<file path="src/rtl/conway_gen_ctrl.sv">
// Generation scheduler and frame-bank arbiter for the Life engine (two 4096x1 banks, ping-pong).
// Optional build macro HOST_LOAD_EN adds a host write port into the current bank while IDLE.
module conway_gen_ctrl #(
    parameter logic [15:0] PERIOD = 16'd1000,
    parameter int          GEN_W  = 16
) (
    input  logic             clk,
    input  logic             rst,
    input  logic             start,
    input  logic             stop,
    input  logic             step,
`ifdef HOST_LOAD_EN
    input  logic             host_we,
    input  logic [11:0]      host_addr,
    input  logic             host_wdata,
`endif
    output logic             eng_rst,
    input  logic             eng_done,
    input  logic [11:0]      eng_addr_rd,
    input  logic [11:0]      eng_addr_wr,
    input  logic             eng_we_wr,
    input  logic             eng_dout,
    output logic             eng_din,
    output logic [11:0]      a_addr,
    output logic [11:0]      b_addr,
    output logic             a_we,
    output logic             b_we,
    output logic             a_wdata,
    output logic             b_wdata,
    input  logic             a_rdata,
    input  logic             b_rdata,
    input  logic             disp_req,
    input  logic [11:0]      disp_addr,
    output logic             disp_gnt,
    output logic             disp_data,
    output logic             disp_valid,
    output logic             cur_bank,
    output logic [GEN_W-1:0] gen_count,
    output logic             busy
);

    typedef enum logic [1:0] {
        ST_IDLE = 2'd0,
        ST_RUN  = 2'd1,
        ST_SWAP = 2'd2,
        ST_WAIT = 2'd3
    } state_t;

    state_t             state_r;
    state_t             state_s;
    logic               cur_bank_r;
    logic [GEN_W-1:0]   gen_count_r;
    logic               single_r;
    logic               stop_pend_r;
    logic [15:0]        timer_r;
    logic               disp_valid_r;
    logic               disp_data_r;

    logic               host_wr_s;
    logic [11:0]        host_addr_s;
    logic               host_wdata_s;
    logic               cur_rdata_s;
    logic [11:0]        cur_addr_s;
    logic               cur_we_s;
    logic               cur_wdata_s;
    logic [11:0]        nxt_addr_s;
    logic               nxt_we_s;
    logic               nxt_wdata_s;
    logic               eng_rst_s;
    logic               eng_din_s;
    logic               busy_s;
    logic               disp_gnt_s;

`ifdef HOST_LOAD_EN
    assign host_wr_s    = host_we & (state_r == ST_IDLE);
    assign host_addr_s  = host_addr;
    assign host_wdata_s = host_wdata;
`else
    assign host_wr_s    = 1'b0;
    assign host_addr_s  = 12'd0;
    assign host_wdata_s = 1'b0;
`endif

    assign cur_rdata_s = cur_bank_r ? b_rdata : a_rdata;

    // State register
    always_ff @(posedge clk) begin
        if (rst) begin
            state_r <= ST_IDLE;
        end else begin
            state_r <= state_s;
        end
    end

    // Next-state logic
    always_comb begin
        state_s = state_r;
        case (state_r)
            ST_IDLE: begin
                if (stop) begin
                    state_s = ST_IDLE;
                end else if (start || step) begin
                    state_s = ST_RUN;
                end else begin
                    state_s = ST_IDLE;
                end
            end
            ST_RUN: begin
                if (eng_done) begin
                    state_s = ST_SWAP;
                end else begin
                    state_s = ST_RUN;
                end
            end
            ST_SWAP: begin
                if (single_r || stop_pend_r || stop) begin
                    state_s = ST_IDLE;
                end else begin
                    state_s = ST_WAIT;
                end
            end
            ST_WAIT: begin
                if (stop) begin
                    state_s = ST_IDLE;
                end else if (timer_r == 16'd0) begin
                    state_s = ST_RUN;
                end else begin
                    state_s = ST_WAIT;
                end
            end
            default: state_s = ST_IDLE;
        endcase
    end

    // Bank routing, engine control and display grant
    always_comb begin
        eng_rst_s   = 1'b1;
        eng_din_s   = 1'b0;
        busy_s      = 1'b0;
        disp_gnt_s  = 1'b0;
        cur_addr_s  = 12'd0;
        cur_we_s    = 1'b0;
        cur_wdata_s = 1'b0;
        nxt_addr_s  = 12'd0;
        nxt_we_s    = 1'b0;
        nxt_wdata_s = 1'b0;
        case (state_r)
            ST_RUN: begin
                eng_rst_s   = 1'b0;
                busy_s      = 1'b1;
                cur_addr_s  = eng_addr_rd;
                eng_din_s   = cur_rdata_s;
                nxt_addr_s  = eng_addr_wr;
                nxt_we_s    = eng_we_wr;
                nxt_wdata_s = eng_dout;
            end
            ST_SWAP: begin
                busy_s = 1'b1;
            end
            ST_IDLE: begin
                // A host write owns the current bank's single port this cycle
                if (host_wr_s) begin
                    cur_addr_s  = host_addr_s;
                    cur_we_s    = 1'b1;
                    cur_wdata_s = host_wdata_s;
                end else if (disp_req) begin
                    disp_gnt_s = 1'b1;
                    cur_addr_s = disp_addr;
                end else begin
                    disp_gnt_s = 1'b0;
                end
            end
            ST_WAIT: begin
                if (disp_req) begin
                    disp_gnt_s = 1'b1;
                    cur_addr_s = disp_addr;
                end else begin
                    disp_gnt_s = 1'b0;
                end
            end
            default: begin
                eng_rst_s = 1'b1;
            end
        endcase
    end

    // Generation bookkeeping and registered display read
    always_ff @(posedge clk) begin
        if (rst) begin
            cur_bank_r   <= 1'b0;
            gen_count_r  <= '0;
            single_r     <= 1'b0;
            stop_pend_r  <= 1'b0;
            timer_r      <= 16'd0;
            disp_valid_r <= 1'b0;
            disp_data_r  <= 1'b0;
        end else begin
            case (state_r)
                ST_IDLE: begin
                    if (!stop && (start || step)) begin
                        single_r <= ~start;
                    end
                end
                ST_RUN: begin
                    if (stop) begin
                        stop_pend_r <= 1'b1;
                    end
                end
                ST_SWAP: begin
                    cur_bank_r  <= ~cur_bank_r;
                    gen_count_r <= gen_count_r + GEN_W'(1);
                    if (state_s == ST_IDLE) begin
                        single_r    <= 1'b0;
                        stop_pend_r <= 1'b0;
                    end else begin
                        timer_r <= PERIOD - 16'd1;
                    end
                end
                ST_WAIT: begin
                    if (!stop && (timer_r != 16'd0)) begin
                        timer_r <= timer_r - 16'd1;
                    end
                end
                default: begin
                    single_r <= single_r;
                end
            endcase
            disp_valid_r <= disp_gnt_s;
            if (disp_gnt_s) begin
                disp_data_r <= cur_rdata_s;
            end
        end
    end

    assign a_addr     = cur_bank_r ? nxt_addr_s  : cur_addr_s;
    assign a_we       = cur_bank_r ? nxt_we_s    : cur_we_s;
    assign a_wdata    = cur_bank_r ? nxt_wdata_s : cur_wdata_s;
    assign b_addr     = cur_bank_r ? cur_addr_s  : nxt_addr_s;
    assign b_we       = cur_bank_r ? cur_we_s    : nxt_we_s;
    assign b_wdata    = cur_bank_r ? cur_wdata_s : nxt_wdata_s;
    assign eng_rst    = eng_rst_s;
    assign eng_din    = eng_din_s;
    assign busy       = busy_s;
    assign disp_gnt   = disp_gnt_s;
    assign disp_data  = disp_data_r;
    assign disp_valid = disp_valid_r;
    assign cur_bank   = cur_bank_r;
    assign gen_count  = gen_count_r;

endmodule
</file>
<file path="config.mk">
export PLATFORM = sky130hd
export DESIGN_NAME = conway_gen_ctrl
export DESIGN_NICKNAME = d
export VERILOG_FILES = /design/src/rtl/conway_gen_ctrl.sv
export SDC_FILE = /design/constraint.sdc
export NUM_CORES = 1
export LEC_CHECK = 0
export ABC_AREA = 1
export CORE_MARGIN = 2
export CORE_UTILIZATION = 30
export CTS_BUF_LIST = sky130_fd_sc_hd__clkbuf_8
export CTS_CLUSTER_SIZE = 10
export DETAILED_ROUTE_END_ITERATION = 12
export HOLD_SLACK_MARGIN = 0.03
export PLACE_DENSITY = 0.61
export SLEW_MARGIN = 5
export SYNTH_ARGS = -nofsm -noshare
export SYNTH_HDL_FRONTEND = slang
export SYNTH_SLANG_ARGS = --single-unit
</file>
<file path="constraint.sdc">
create_clock -name clk -period 2.2 [get_ports clk]
set_clock_uncertainty 0.2 [all_clocks]
set_input_delay 0.44 -clock clk [delete_from_list [all_inputs] [get_ports clk]]
set_output_delay 0.44 -clock clk [all_outputs]
set_load 0.005 [all_outputs]
</file>
Yosys cells after proc, flatten, opt, wreduce, memory -nomap -nowiden
Index checks and enable logic that the tools add are counted.
{"block": "classes", "add_sub_neg": 2, "mux": 32, "bitwise_logic": 2, "n_eq_ne": 8, "reduce_logical": 18}
{"op": "12-bit two-way mux", "count": 4}
{"op": "16-bit two-way mux", "count": 2}
{"op": "16-bit one-hot mux with 2 select lines", "count": 1}
{"op": "12-bit one-hot mux with 2 select lines", "count": 1}
{"op": "16-bit by 1-bit adder with 16-bit output (second input constant)", "count": 1}
{"op": "16-bit zero test", "count": 1}
{"op": "1-bit two-way mux", "count": 16}
{"op": "16-bit nonzero test", "count": 1}
{"op": "16-bit by 1-bit subtractor with 16-bit output (second input constant)", "count": 1}
{"op": "2-bit two-way mux", "count": 5}
{"op": "2-bit inequality test (second input constant)", "count": 5}
{"op": "3-bit AND reduction", "count": 3}
{"op": "2-bit one-hot mux with 4 select lines", "count": 1}
{"op": "2-bit nonzero test", "count": 3}
{"op": "2-bit == test (second input constant)", "count": 2}
{"op": "2-bit zero test", "count": 2}
{"op": "1-bit one-hot mux with 2 select lines", "count": 2}
{"op": "2-bit OR reduction", "count": 2}
{"op": "1-bit logical OR", "count": 3}
{"op": "2-bit by 1-bit == test with 1-bit output (second input constant)", "count": 1}
{"op": "1-bit logical AND", "count": 2}
{"op": "1-bit inverter", "count": 2}
{"op": "1-bit zero test", "count": 1}
{"block": "totals", "ff_bits": 39, "output_inout_bits": 51}

Longest topological paths before layout
{"block": "logic_depth", "ltp_word": 7, "ltp_mapped": 13, "ltp_nobuf": 13}

Least setup slack after synthesis
OpenSTA, ideal clock, no wires.
{"block": "synth_path", "path_kind": "flip-flop to output port", "startpoint": "register state_r[0]", "endpoint": "output a_addr[10]", "required_time_ns": 1.560, "setup_slack_ns": -0.151, "stages_incl_launch_ff": 8, "arrival_ns": 1.711, "cell_sequence": "dfxtp_1 inv_1 ha_1 nor2_1 clkbuf_1 a22o_1 nand2_1 o21ai_0"}
{"block": "synth_via", "elab_chain_cells": 4, "elab_cells_between_ends": 7, "classes_between": "eq/ne: 2; mux: 3; reduce/logical: 2"}
{"element": "from (decl)", "line_no": "49", "source": "state_t state_r;"}
{"element": "from (signal assigned)", "line_no": "91", "source": "state_r <= state_s;"}
{"element": "2-bit == test / 2-bit zero test (equally long branches)", "line_no": "147", "source": "case (state_r)"}
{"element": "2-bit OR reduction (no line)"}
{"element": "12-bit one-hot mux with 2 select lines", "line_no": "147"}
{"element": "12-bit two-way mux *", "line_no": "235", "source": "assign a_addr = cur_bank_r ? nxt_addr_s : cur_addr_s;"}
{"element": "to (decl)", "line_no": "24", "source": "output logic [11:0] a_addr,"}
Every way passes the cells marked *; elsewhere a longest branch is shown, timed or not.

Final worst setup path
{"block": "layout_path", "startpoint": "register state_r[1]", "endpoint": "output a_addr[8]"}
The elaborated chain is that of the path after synthesis.

==> results.rst <==
.. list-table::
   :header-rows: 1

   * - Metric
     - Value
   * - Status
     - complete, but fails checks
   * - Violations in the final reports
     - negative setup slack
   * - Final slew viol count
     - 0
   * - Number of nets in the synthesized netlist
     - 474
   * - Endpoint type of the worst setup path
     - output port
   * - Multiplexer fraction of the synthesized cell area
     - 0.375%
   * - DRT Pass-1 Iters
     - 4
   * - Cell Int Power
     - about 1400 uW
   * - IR drop worst, VDD
     - around 320 uV
   * - Std-Cell Rows
     - 34
   * - Worst hold margin
     - between 200 and 300 ps
   * - Cell variety after synth
     - 31
   * - Flop-to-flop setup slack
     - -150 ps
   * - Part of the total power dissipated in sequential elements
     - approximately 39%
   * - H-tree levels
     - 2
   * - Post-route setup TNS
     - -5300 ps
   * - Chip width
     - between 90 and 100 um
   * - Area share of the leading cell type in the synthesized netlist
     - between 20% and 30%
   * - Later-pin clock latency in the skew report
     - approximately 300 ps
   * - Clock-pin slew of the registers on the worst-case setup and hold paths
     - around 80 ps
   * - Kind of launch point of the worst setup path
     - flip-flop
   * - Number of clock buffers inserted by TritonCTS
     - 5
   * - Hold Violations, Final
     - 0
   * - Final Cell Area
     - between 4000 and 5000 um^2
   * - Switching share of total power
     - 27.6%
   * - Number of synthesized flops with an enable pin
     - 0
   * - R2r worst-path depth
     - 14
   * - Core ar.
     - approximately 8700 um^2
   * - Critical path depth
     - 9
   * - Setup repair after global routing missed its margin
     - yes
   * - Vias in the first global route
     - a little over 3000
   * - Worst-margin pin slew
     - 530 ps
   * - Iteration-0 DRC Markers
     - roughly 190
   * - Hold Crit Depth
     - 2
   * - Pleak
     - ~0.0020 uW
   * - Number of nets in the layout
     - just over 600
   * - Port buffer count
     - just under 100
   * - Launch instance of the worst register-to-register path
     - state_r[1]$_SDFF_PP0_
   * - Worst slew margin
     - 64.6%
   * - Detailed placement HPWL
     - between 6000 and 7000 um
   * - Setup violators final
     - 48
   * - Antenna violations before repair
     - 0
   * - Cells traversed along the worst timing path
     - inv_2, buf_6, ha_4, buf_12, buf_8, a22o_1, nand2_1, o21ai_1, buf_2
   * - Final Routed Wirelength
     - 9160 um
   * - Height of the die
     - just under 100 um
   * - Boundary Pins
     - between 90 and 100
   * - Proportion of power drawn by combinational gates
     - between 20% and 30%
   * - Data required time at the worst endpoint
     - ~1600 ps
   * - Proportion of layout cells with a drive suffix above 1
     - ~30%
   * - Largest net degree at the start of global routing
     - 27
   * - Remaining number of nets flagged by the antenna check after routing
     - 0
   * - Xor/xnor share of the synthesized area
     - 1.64%
   * - Launching instance or port of the critical path
     - state_r[1]$_SDFF_PP0_
   * - Crit-path slowest cell
     - sky130_fd_sc_hd__dfxtp_2
   * - Period utilization
     - 108%
   * - Wire length per cell
     - between 10 and 15 um
   * - Reported net switching power
     - 519 uW
   * - Via count normalized by instance count
     - between 5 and 6
   * - Type of the worst setup path
     - flip-flop to output port
   * - Final critical-path setup slack
     - -167 ps
   * - Routability congestion estimate
     - about 0.87
   * - Capture instance of the worst register-to-register path
     - timer_r[7]$_SDFFE_PP0P_
   * - Flop and latch count out of synthesis
     - 39
   * - Combined buffer and inverter count along the critical path
     - 5
   * - CTS tree
     - built
   * - Main combinational cell family by area after synthesis
     - simple AND/OR/NAND/NOR gates
   * - Leading area contributor after synthesis
     - sky130_fd_sc_hd__dfxtp_1
   * - Power Dens Cells
     - 410 nW/um^2
   * - Die area
     - between 9000 and 10000 um^2
   * - Non-filler cells in the finished layout
     - approximately 670
   * - Average size of a mapped cell
     - between 6 and 7 um^2
   * - Simple-gate share of the synthesized area
     - between 30 and 40%
   * - Register area share after synthesis
     - 29.3%
   * - Initial Utilization
     - between 30% and 40%
   * - Number of placed instances with taps included
     - approximately 640
   * - Total global routing overflow
     - 0
   * - Capture point of the worst path
     - a_addr[8]
   * - CP max stage delay
     - ~340 ps
   * - Area after detailed placement
     - 3970 um^2
   * - Top cells by instance count after synthesis
     - 81 x sky130_fd_sc_hd__nand2_1, 57 x sky130_fd_sc_hd__nand3_1, 51 x sky130_fd_sc_hd__nor2_1
   * - Largest delay contributor family on the critical path
     - buffers and inverters
   * - Area share of fa/ha/maj cells after synthesis
     - roughly 3.3%
   * - Prevailing post-synth register cell
     - sky130_fd_sc_hd__dfxtp_1
   * - Worst hold-check path type
     - flip-flop to flip-flop
   * - Drc violations
     - 0
   * - Maximum net fanout on the critical path
     - 5
   * - Area growth syn-to-layout
     - 71.6%
   * - Via count of the routed design
     - between 3000 and 4000
   * - Wire length of the first global-routing pass
     - 14500 um
   * - Clock share of power
     - 32.1%
   * - Overall routing resource usage
     - between 10% and 20%
   * - Maximum clock rate
     - roughly 0.42 GHz
   * - Cell count after synthesis
     - 420
   * - Arrival time at the worst endpoint
     - 1730 ps
   * - Total chip power
     - around 1900 uW
   * - Final min period
     - ~2400 ps
   * - Most common cell in the netlist
     - sky130_fd_sc_hd__nand2_1
   * - Max-capacitance violation count
     - 0
   * - Compound-Gate Fraction of Synth Area
     - between 20% and 30%
   * - Number of buffers between clock root and the deepest sink
     - 2
   * - Fraction of registers with async set or reset after synthesis
     - 0%
   * - Ranking of synthesized cells by area
     - sky130_fd_sc_hd__dfxtp_1 29%, sky130_fd_sc_hd__nand2_1 11%, sky130_fd_sc_hd__nand3_1 11%, sky130_fd_sc_hd__nor2_1 7.2%, sky130_fd_sc_hd__o21ai_0 7.1%
   * - Post-synthesis instance area
     - around 2700 um^2
   * - Number of warnings reported in the yosys synthesis log
     - 0
   * - FILL cells
     - 810
   * - # clock sinks
     - 39
   * - Number of antenna cells inserted
     - 0
   * - CTS Root Buffer Type
     - sky130_fd_sc_hd__clkbuf_8
worst min path at each step:
stage | from | to | slack (ps)
floorplan | stop_pend_r$_SDFFE_PP0P_ | stop_pend_r$_SDFFE_PP0P_ | 240
global placement | stop_pend_r$_SDFFE_PP0P_ | stop_pend_r$_SDFFE_PP0P_ | 260
detailed placement | stop_pend_r$_SDFFE_PP0P_ | stop_pend_r$_SDFFE_PP0P_ | 270
CTS | stop_pend_r$_SDFFE_PP0P_ | stop_pend_r$_SDFFE_PP0P_ | 290
global route | timer_r[15]$_SDFFE_PP0P_ | timer_r[15]$_SDFFE_PP0P_ | 320
finish | timer_r[15]$_SDFFE_PP0P_ | timer_r[15]$_SDFFE_PP0P_ | 290
routing by layer:
layer	wire length, um	track usage [%]	share of wire, %
met1	3850	22.5	42
met2	4570	31.7	50
met3	568	3.15	6.2
met4	173	6.01	1.9
met5	0	0	0
metrics by stage:
step | setup WS [ps] | utilization, %
floorplan | 20.4 | -
global placement | -609 | 45.7
detailed placement | -631 | 45.7
CTS | -151 | 49.4
global route | -249 | 52.7
finish | -167 | 52.7
logic make-up (layout without fill, tap and decap cells):
| family | count (synthesis) | count (layout) |
|---|---|---|
| simple gates | 217 | 219 |
| fa+ha+maj | 7 | 7 |
| compound gates | 89 | 89 |
| mux | 1 | 1 |
| xor+xnor | 5 | 5 |
| flops | 39 | 39 |
| buf+inv | 62 | 198 |
cell usage in the layout, fill, tap and decap left out, drive strengths merged:
cell and n:
nand2 89, buf 79, clkdlybuf4s50 64, nand3 57
nor2 54, inv 41, dfxtp 39, o21ai 39
a21oi 34, a22o 12, nor3 12, clkbuf 7
ha 7, xor2 5, or2 4, clkinv 3
nand3b 2, o21a 2, dlygate4sd2 2, clkinvlp 1
mux2i 1, a211oi 1, o41ai 1, nand4 1
bufinv 1
sequential cells by signal, indices dropped and copies added (netlist names):
register,cells
timer_r,16
state_r,2
gen_count,16
disp_data,1
single_r,1
stop_pend_r,1
cur_bank,1
disp_valid,1
repair_timing:
action,4_1_cts,5_1_grt
gates resized for setup,181,70
buffers inserted,11,5
endpoints found under the setup margin,48,53
hold buffers,0,0
gates cloned,5,0
pin swaps,19,29
power by group through the flow:
stage | registers [uW] | logic, uW | clock network [uW]
floorplan | 741 | 194 | 0
global placement | 741 | 463 | 0
detailed placement | 741 | 469 | 0
CTS | 725 | 516 | 627
global route | 729 | 593 | 649
finish | 727 | 546 | 603
worst min-delay path: cells and delay by family (launching register included):
kind,cells,cell delay (ps)
AO/OA/AOI/OAI,1,40
flip-flops,1,340
AND/OR/NAND/NOR,1,70
final cells by class:
| cell class | count | area (um^2) | share of cell area (%) |
|---|---|---|---|
| multi-input cells | 321 | 2000 | 43.7 |
| well taps | 108 | 135 | 2.95 |
| inverters | 43 | 165 | 3.61 |
| clock inverters | 3 | 43.8 | 0.957 |
| clock buffers | 5 | 68.8 | 1.50 |
| flip-flops and latches | 39 | 783 | 17.1 |
| repair buffers | 147 | 1380 | 30.2 |
Note: power is estimated with default switching activity, not from simulation.
